**config.mk**
```make
export PLATFORM = sky130hd
export DESIGN_NAME = fifo_wr_arbiter
export DESIGN_NICKNAME = d
export VERILOG_FILES = /design/src/rtl/fifo_arb_pkg.sv /design/src/rtl/fifo_wr_arbiter_rr_pick.sv /design/src/rtl/fifo_wr_arbiter.sv
export SDC_FILE = /design/constraint.sdc
export NUM_CORES = 1
export LEC_CHECK = 0
export ABC_CLOCK_PERIOD_IN_PS = 1800
export BUFFER_PORTS_ARGS = -buffer_cell sky130_fd_sc_hd__buf_2
export CORE_ASPECT_RATIO = 1.75
export CORE_UTILIZATION = 36
export CTS_CLUSTER_DIAMETER = 120
export DETAILED_ROUTE_END_ITERATION = 10
export GPL_TIMING_DRIVEN = 0
export HOLD_SLACK_MARGIN = 0.05
export PLACE_DENSITY = 0.78
export SLEW_MARGIN = 20
export SYNTH_ARGS = -nofsm -noshare
export SYNTH_HDL_FRONTEND = slang
export SYNTH_SLANG_ARGS = --single-unit
```
**constraint.sdc**
```tcl
create_clock -name wr_clk -period 1.8 [get_ports wr_clk]
set_clock_uncertainty 0.2 [all_clocks]
set_input_delay 0.27 -clock wr_clk [delete_from_list [all_inputs] [get_ports wr_clk]]
set_output_delay 0.27 -clock wr_clk [all_outputs]
set_load 0.01 [all_outputs]
```
**src/rtl/fifo_arb_pkg.sv**
```systemverilog
// Shared definitions for the FIFO write-side arbiter: FSM encoding,
// statistics counter width and the grant-index width helper.
package fifo_arb_pkg;

  typedef enum logic {
    ST_IDLE  = 1'b0,
    ST_BURST = 1'b1
  } state_t;

  localparam int STAT_W = 16;

  // Index width for n requesters; never below one bit.
  function automatic int id_width(input int n);
    return (n > 1) ? $clog2(n) : 1;
  endfunction

endpackage

```
**src/rtl/fifo_wr_arbiter_rr_pick.sv**
```systemverilog
// Round-robin picker: first set req_valid bit searching upward from
// rr_ptr, wrapping modulo NUM_REQ. Purely combinational.
module rr_pick
  import fifo_arb_pkg::*;
#(
  parameter  int NUM_REQ = 4,
  localparam int ID_W    = id_width(NUM_REQ)
) (
  input  logic [NUM_REQ-1:0] req_valid,
  input  logic [ID_W-1:0]    rr_ptr,
  output logic [ID_W-1:0]    pick,
  output logic               any_valid
);

  // Scan NUM_REQ positions starting at rr_ptr; the first hit wins.
  always_comb begin
    int idx;
    idx       = 0;
    pick      = '0;
    any_valid = 1'b0;
    for (int k = 0; k < NUM_REQ; k++) begin
      idx = int'(rr_ptr) + k;
      if (idx >= NUM_REQ) idx = idx - NUM_REQ;
      if (!any_valid && req_valid[idx]) begin
        pick      = ID_W'(idx);
        any_valid = 1'b1;
      end
    end
  end

endmodule

```
**src/rtl/fifo_wr_arbiter.sv**
```systemverilog
// Write-side scheduler for the async FIFO: shares the single FIFO write
// port between NUM_REQ requesters with round-robin bursts of up to
// MAX_BURST words. Optional per-requester word counters are built when
// FIFO_ARB_STATS_EN is defined; otherwise stat_cnt is tied to zero.
//
// Handshake: a word moves from requester i to the FIFO on a wr_clk edge
// exactly when req_valid[i] && req_ready[i]. req_ready never depends on
// anything but the registered grant, req_valid of the granted requester
// and fifo_full, so fifo_wr_en == |req_ready always. A requester must
// hold req_data stable while valid && !ready; dropping valid mid-burst
// ends the burst with no write.
module fifo_wr_arbiter
  import fifo_arb_pkg::*;
#(
  parameter  int NUM_REQ    = 4,
  parameter  int DATA_WIDTH = 4,
  parameter  int MAX_BURST  = 4,
  localparam int ID_W       = id_width(NUM_REQ)
) (
  input  logic                          wr_clk,
  input  logic                          wr_rst_n,
  input  logic [NUM_REQ-1:0]            req_valid,
  input  logic [NUM_REQ*DATA_WIDTH-1:0] req_data,
  output logic [NUM_REQ-1:0]            req_ready,
  input  logic                          fifo_full,
  output logic                          fifo_wr_en,
  output logic [DATA_WIDTH-1:0]         fifo_wr_data,
  output logic [ID_W-1:0]               grant_id,
  output logic                          busy,
  output logic [NUM_REQ*STAT_W-1:0]     stat_cnt,
  output state_t                        dbg_state
);

  localparam int BC_W = $clog2(MAX_BURST) + 1;

  state_t            state_q, state_d;
  logic [ID_W-1:0]   grant_d;
  logic [ID_W-1:0]   rr_ptr_q, rr_ptr_d;
  logic [BC_W-1:0]   beat_q, beat_d;
  logic [ID_W-1:0]   pick;
  logic              any_valid;
  logic              xfer;
  logic              burst_end;

  rr_pick #(.NUM_REQ(NUM_REQ)) u_pick (
    .req_valid (req_valid),
    .rr_ptr    (rr_ptr_q),
    .pick      (pick),
    .any_valid (any_valid)
  );

  assign busy         = (state_q == ST_BURST);
  assign dbg_state    = state_q;
  assign xfer         = busy && req_valid[grant_id] && !fifo_full;
  assign req_ready    = xfer ? (NUM_REQ'(1) << grant_id) : '0;
  assign fifo_wr_en   = xfer;
  assign fifo_wr_data = busy ? req_data[int'(grant_id)*DATA_WIDTH +: DATA_WIDTH] : '0;
  assign burst_end    = busy && (!req_valid[grant_id] ||
                                 (xfer && (beat_q == BC_W'(MAX_BURST - 1))));

  // Next-state: arbitrate in IDLE, count beats and rotate the pointer in BURST.
  always_comb begin
    state_d  = state_q;
    grant_d  = grant_id;
    rr_ptr_d = rr_ptr_q;
    beat_d   = beat_q;
    unique case (state_q)
      ST_IDLE: begin
        if (any_valid) begin
          grant_d = pick;
          beat_d  = '0;
          state_d = ST_BURST;
        end
      end
      ST_BURST: begin
        if (burst_end) begin
          state_d  = ST_IDLE;
          rr_ptr_d = (grant_id == ID_W'(NUM_REQ - 1)) ? '0 : grant_id + 1'b1;
        end else if (xfer) begin
          beat_d = beat_q + 1'b1;
        end
      end
      default: state_d = ST_IDLE;
    endcase
  end

  // State, grant, pointer and beat counter registers.
  always_ff @(posedge wr_clk or negedge wr_rst_n) begin
    if (!wr_rst_n) begin
      state_q  <= ST_IDLE;
      grant_id <= '0;
      rr_ptr_q <= '0;
      beat_q   <= '0;
    end else begin
      state_q  <= state_d;
      grant_id <= grant_d;
      rr_ptr_q <= rr_ptr_d;
      beat_q   <= beat_d;
    end
  end

`ifdef FIFO_ARB_STATS_EN
  for (genvar i = 0; i < NUM_REQ; i++) begin : g_stat
    logic [STAT_W-1:0] cnt_q;
    // Saturating count of words accepted from requester i.
    always_ff @(posedge wr_clk or negedge wr_rst_n) begin
      if (!wr_rst_n)
        cnt_q <= '0;
      else if (xfer && (grant_id == ID_W'(i)) && (cnt_q != '1))
        cnt_q <= cnt_q + 1'b1;
    end
    assign stat_cnt[i*STAT_W +: STAT_W] = cnt_q;
  end
`else
  assign stat_cnt = '0;
`endif

endmodule

```
### Yosys cells after proc, flatten, opt, wreduce, memory -nomap -nowiden

Cells that the tools add are included.

| cells by class | value |
|---|---|
| bitwise gates (word level) | 1 |
| shift operators | 2 |
| reduce and logical (&&, ||, !) cells | 16 |
| add/subtract/negate cells | 9 |
| multiplexer cells | 36 |
| order comparisons | 9 |
| equal/unequal tests | 5 |

Operators with widths:

| cell | count |
|---|---|
| 32-bit by 4-bit less-than comparator with 1-bit output, second input constant | 4 |
| 32-bit two-way mux | 4 |
| 32-bit by 4-bit >= comparator with 1-bit output, second input constant | 3 |
| 32-bit by 4-bit subtractor with 32-bit output, second input constant | 3 |
| 16-bit by 5-bit indexed part select with 4-bit output | 1 |
| 1-bit two-way mux | 15 |
| 1-bit binary-select mux with 2-bit select | 5 |
| 2-bit two-way mux | 5 |
| 3-bit two-way mux | 3 |
| 4-bit two-way mux | 2 |
| 1-bit logical AND | 7 |
| 2-bit by 2-bit adder with 3-bit output, second input constant | 2 |
| 3-bit one-hot mux with 2 select lines | 1 |
| 1-bit logical NOT | 5 |
| 2-bit inequality test, second input constant | 2 |
| 2-bit AND reduction | 2 |
| 1-bit by 2-bit left shift with 4-bit output, first input constant | 1 |
| 2-bit by 3-bit subtractor with 4-bit output, second input constant | 1 |
| 2-bit by 1-bit adder with 3-bit output, second input constant | 1 |
| 3-bit by 1-bit adder with 3-bit output, second input constant | 1 |
| 3-bit by 2-bit equality test with 1-bit output, second input constant | 1 |
| 2-bit by 3-bit >= comparator with 1-bit output, second input constant | 1 |
| 2-bit by 3-bit less-than comparator with 1-bit output, second input constant | 1 |
| 3-bit AND reduction | 1 |
| 6 further kinds | 6 |

| storage, ports and cells | value |
|---|---|
| word-level logic and storage cells | 82 |
| input port bits | 23 |
| bits in registers | 8 |
| output and inout port bits | 77 |

### Depth between registers and ports, before layout

| depth | value |
|---|---|
| depth in word-level cells | 17 |
| gate-level depth with buffers | 6 |
| gate-level depth less buffers | 6 |

### Hierarchy

From an unflattened synthesis, not the netlist that was laid out.

| unflattened totals | value |
|---|---|
| cell total of the unflattened synthesis | 144 |
| area, all modules | 1,258.7 um^2 |

By module, submodules not included:

| module | area an instance (um^2) | sequential area each (um^2) | instances | cells an instance |
|---|---|---|---|---|
| fifo_wr_arbiter | 1,181.1 | 200.2 | 1 | 129 |
| rr_pick | 77.6 | 0.0 | 1 | 15 |

### Worst setup path before layout

No wires, ideal clock.

| path | value |
|---|---|
| kind | register -> output |
| start | register grant_id[0] |
| end | output port req_ready[0] |
| buffers on the path | 2 |
| setup slack | -0.254 ns |
| data arrival time | 1.584 ns |
| data required time | 1.330 ns |
| stages on the path, launching flop included | 6 |
| cell sequence | dfrtp_1 buf_6 mux4_2 and3_4 buf_6 and2_1 |

| on the way | value |
|---|---|
| longest elaborated chain between the ends | 5 |

Ends and longest elaborated chain:

| element | RTL line | text |
|---|---|---|
| start: declaration | fifo_wr_arbiter.sv:28 | `output logic [ID_W-1:0] grant_id,` |
| start signal: assignment | fifo_wr_arbiter.sv:96 | `grant_id <= grant_d;` |
| 1-bit binary-select mux with 2-bit select | fifo_wr_arbiter.sv:54 | `assign xfer = busy && req_valid[grant_id] && !fifo_full;` |
| 1-bit two-way mux (not written as such) | fifo_wr_arbiter.sv:54 |  |
| 1-bit logical AND (2 in series) | fifo_wr_arbiter.sv:54 |  |
| named net fifo_wr_en | fifo_wr_arbiter.sv:26 | `output logic fifo_wr_en,` |
| 4-bit two-way mux | fifo_wr_arbiter.sv:55 | `assign req_ready = xfer ? (NUM_REQ'(1) << grant_id) : '0;` |
| end: declaration | fifo_wr_arbiter.sv:24 | `output logic [NUM_REQ-1:0] req_ready,` |

The timed path passes the listed nets, and every way through them passes these cells. The select of a mux whose other input is x is not followed.

### Worst setup path after layout

| path | value |
|---|---|
| start | register grant_id[0] |
| end | output port req_ready[1] |

| on the way | value |
|---|---|
| longest elaborated chain between the ends | 5 |

Ends and longest elaborated chain:

| element | RTL line |
|---|---|
| 1-bit binary-select mux with 2-bit select | fifo_wr_arbiter.sv:54 |
| 1-bit two-way mux (not written as such) | fifo_wr_arbiter.sv:54 |
| 1-bit logical AND (2 in series) | fifo_wr_arbiter.sv:54 |
| 4-bit two-way mux (*) | fifo_wr_arbiter.sv:55 |

Every way passes the cells marked *; elsewhere a longest branch is shown, timed or not. The select of a mux whose other input is x is not followed.

==> out/qor_table.md <==
| Result | Reported | Unit |
|---|---|---|
| First-pass GRT wire length | 4090 | um |
| Grt total ovfl | 0 | - |
| Antenna violations before repair | 0 | - |
| Maximum fanout encountered on the critical timing path | 6 | - |
| Yosys cell types | 32 | - |
| Site Rows | 27 | - |
| Flop2flop setup slack | -0.27 | ns |
| Avg Cell Area, Syn | 8.93 | um2 |
| Origin of the critical flop-to-flop path | grant_id[0]$_DFFE_PN0P_ | - |
| Clock-pin transition on the worst setup and hold timing paths | 0.04 | ns |
| Violated checks | negative setup slack | - |
| Data required time of the critical path | 1.33 | ns |
| Final setup vio count | 14 | - |
| Share of total power in combinational logic | 68.5 | % |
| Delay contributed by the slowest stage of the critical path | 0.53 | ns |
| Multi-input combinational cell area | 731 | um2 |
| Asr flop ratio synth | 100 | % |
| Design internal power | 1.10 | mW |
| DR pass1 iterations | 4 | - |
| Worst-path cell with the longest stage delay | sky130_fd_sc_hd__mux4_2 | - |
| HPWL reported at the end of detailed placement | 2180 | um |
| Number of max-slew violations in the final report | 0 | - |
| Ports placed on the boundary | 100 | - |
| Netlist area before placement | 1240 | um2 |
| Count of cells along the worst register-to-register path | 7 | - |
| Largest net degree at the start of global routing | 11 | - |
| Starting density of the core | 38.7 | % |
| Kind of end point of the critical path | primary output | - |
| Clock buffer count from CTS | 3 | - |
| Vias per std cell | 3.69 | - |
| Mapped Cells | 139 | - |
| Die Span Y | 79.7 | um |
| Final Cycle Share | 120 | % |
| Ordered list of cells on the worst path | buf_6 -> mux4_2 -> and3_4 -> and2_4 -> buf_6 | - |
| Commonest register cell after synthesis | sky130_fd_sc_hd__dfrtp_1 | - |
| Final antenna diode count | 0 | - |
| Total routed wirelength | 2740 | um |
| Worst reg2reg endpoint | rr_ptr_q[1]$_DFFE_PN0P_ | - |
| Number of cells on the worst hold path | 3 | - |
| Ratio of cells with drive above 1 in the final layout | 52.6 | % |
| Worst slack at placement | -0.335 | ns |
| Worst Setup Path Type | reg -> out | - |
| Via count of the first global-routing pass | 1031 | - |
| Area Overhead vs Synth | 50.4 | % |
| Commonest cells after routing, fill and taps aside | sky130_fd_sc_hd__buf_4, sky130_fd_sc_hd__conb_1, sky130_fd_sc_hd__buf_2 | - |
| Status | finished, violations left | - |
| Sequential fraction of design power | 20.3 | % |
| Cell mode on critical path | sky130_fd_sc_hd__buf_6 | - |
| Total die area | 3700 | um2 |
| Most common cell after layout, fill and taps aside | sky130_fd_sc_hd__buf_4 | - |
| Kind of path behind the tightest hold check | in -> reg | - |
| Setup repair after global routing missed its margin | true | - |
| Hold_sp | fifo_full | - |
| Final Hold Fails | 0 | - |
| CTS H-tree depth | 1 | - |
| Number of synthesized flops with an enable pin | 0 | - |
| Seq/Total Area, Yosys | 16.1 | % |
| Detail Route Antenna Nets | 0 | - |
| Vias post-DR | 1077 | - |
| Routed wire length per instance | 9.39 | um |
| Clk Latency, worst-skew pair | 0.22 | ns |
| Fillers | 302 | - |
| DRC errors left | 0 | - |
| Signal arrival time at the worst endpoint | 1.69 | ns |
| Clk root buf | sky130_fd_sc_hd__clkbuf_8 | - |
| Fraction of power consumed by the clock network | 11.3 | % |
| Count of nets after finishing | 280 | - |
| Die Wd | 46.4 | um |
| CTS tree | done | - |
| Synth Register Bits | 8 | - |
| Count of input and output buffers | 35 | - |
| Final hold slack | 0.193 | ns |
| Maximum capacitance violations | 0 | - |
| Max Clk Rate | 462 | MHz |
| Sort of element at the start of the critical path | flop | - |
| Min cycle time layout | 2.16 | ns |
| Footprint of the flip-flops and latches | 200 | um2 |
| Worst IR Drop VDD | 0.420 | mV |
| Pwr Density | 962 | nW/um2 |
| Worst-case clock buffer depth | 2 | - |
| Last weighted congestion value of the routability-driven placer | 0.795 | - |
| Terminating pin of the worst hold path | busy$_DFF_PN0_ | - |
| Static Leakage | 1.14 | nW |
| Switching portion of total power | 38.9 | % |
| Ys Warns | 0 | - |
| GRT Resource Usage Total | 15.2 | % |
| NetSw | 699 | uW |
| DRC marker count from the first detailed-route iteration | 13 | - |
| Core area | 3210 | um2 |
| Crit path setup slack, layout | -0.362 | ns |
| Total clock sinks | 8 | - |
[kinds of logic after synthesis]
family | after synthesis | share of synthesized area, %
compound gates | 13 | 6.85
xor+xnor | 1 | 0.706
fa+ha+maj | 6 | 6.05
buf+inv | 78 | 45.1
flops | 8 | 16.1
mux | 9 | 13.9
other cells | 1 | 0.302
simple gates | 23 | 11.0
[synthesized netlist by cell type, drive strengths merged (2+ instances only)]
cell	number	share of area [%]
a21o	2	1.3
nor4	2	1.0
mux2i	3	2.4
mux4	5	10
o22ai	2	1.0
nand2	7	2.7
o21ai	4	1.6
ha	6	6.0
and2	8	4.0
dfrtp	8	16
buf	68	42
inv	9	2.7
[worst max path at each step]
| stage | startpoint | to | slack [ns] | depth (start not counted) |
|---|---|---|---|---|
| floorplan | grant_id[0]$_DFFE_PN0P_ | req_ready[0] | -0.19 | 5 |
| global placement | grant_id[0]$_DFFE_PN0P_ | req_ready[1] | -0.32 | 6 |
| detailed placement | grant_id[0]$_DFFE_PN0P_ | req_ready[1] | -0.33 | 6 |
| CTS | grant_id[0]$_DFFE_PN0P_ | req_ready[1] | -0.39 | 5 |
| global route | grant_id[0]$_DFFE_PN0P_ | req_ready[1] | -0.41 | 5 |
| finish | grant_id[0]$_DFFE_PN0P_ | req_ready[1] | -0.36 | 5 |
[state kept, by name, indices dropped and copies added (netlist names)]
register,cells
beat_q,3
busy,1
rr_ptr_q,2
grant_id,2
[stage by stage]
| step | std cells | TNS (ns) | utilization (%) | instance area, um2 | power [mW] |
|---|---|---|---|---|---|
| after global placement | 280 | -2.18 | 53.5 | 1720 | 1.35 |
| after CTS | 290 | -4.44 | 57.3 | 1840 | 1.73 |
| after floorplan | 202 | -1.05 | - | 1490 | 1.12 |
| after detailed placement | 280 | -2.40 | 53.5 | 1720 | 1.37 |
| after global routing | 292 | -4.65 | 58.2 | 1870 | 1.94 |
| final | 292 | -3.92 | 58.2 | 1870 | 1.80 |
[worst max-delay path, delay by kind of cell (launching register included)]
family | cells | cell delay, ns
buffers and inverters | 2 | 0.23
flip-flops | 1 | 0.38
multiplexers | 1 | 0.53
AND/OR/NAND/NOR | 2 | 0.34
[cell type report]
type | count | share of cell area (%)
multi-input combinational | 116 | 39.1
inverter | 9 | 1.81
sequential | 8 | 10.7
buffer | 68 | 27.5
clock buffer | 3 | 2.21
tap | 43 | 2.88
timing repair buffer | 45 | 15.7
[timing repair]
action                     4_1_cts  5_1_grt
hold endpoints to repair         8        0
pin swaps                        1        0
resized for setup               14        5
buffers inserted                 7        3
setup endpoints to repair       14       15
hold buffers                     1        0
[power groups by stage]
stage	logic [mW]	registers, mW	clock network (mW)
final	1.23	0.364	0.202
after global placement	0.989	0.357	0
after global routing	1.34	0.376	0.224
after floorplan	0.766	0.352	0
after detailed placement	1.01	0.363	0
after CTS	1.16	0.361	0.210
[routing by layer]
layer / part of all wire (%) / up-vias / global-route usage [%]
li1: - / 541 / -
met1: 29 / 466 / 11.8
met2: 61 / 64 / 29.7
met3: 7.6 / 6 / 3.85
met4: 1.9 / 0 / 8.82
met5: 0 / - / 0
(Power assumes the default switching activity.)
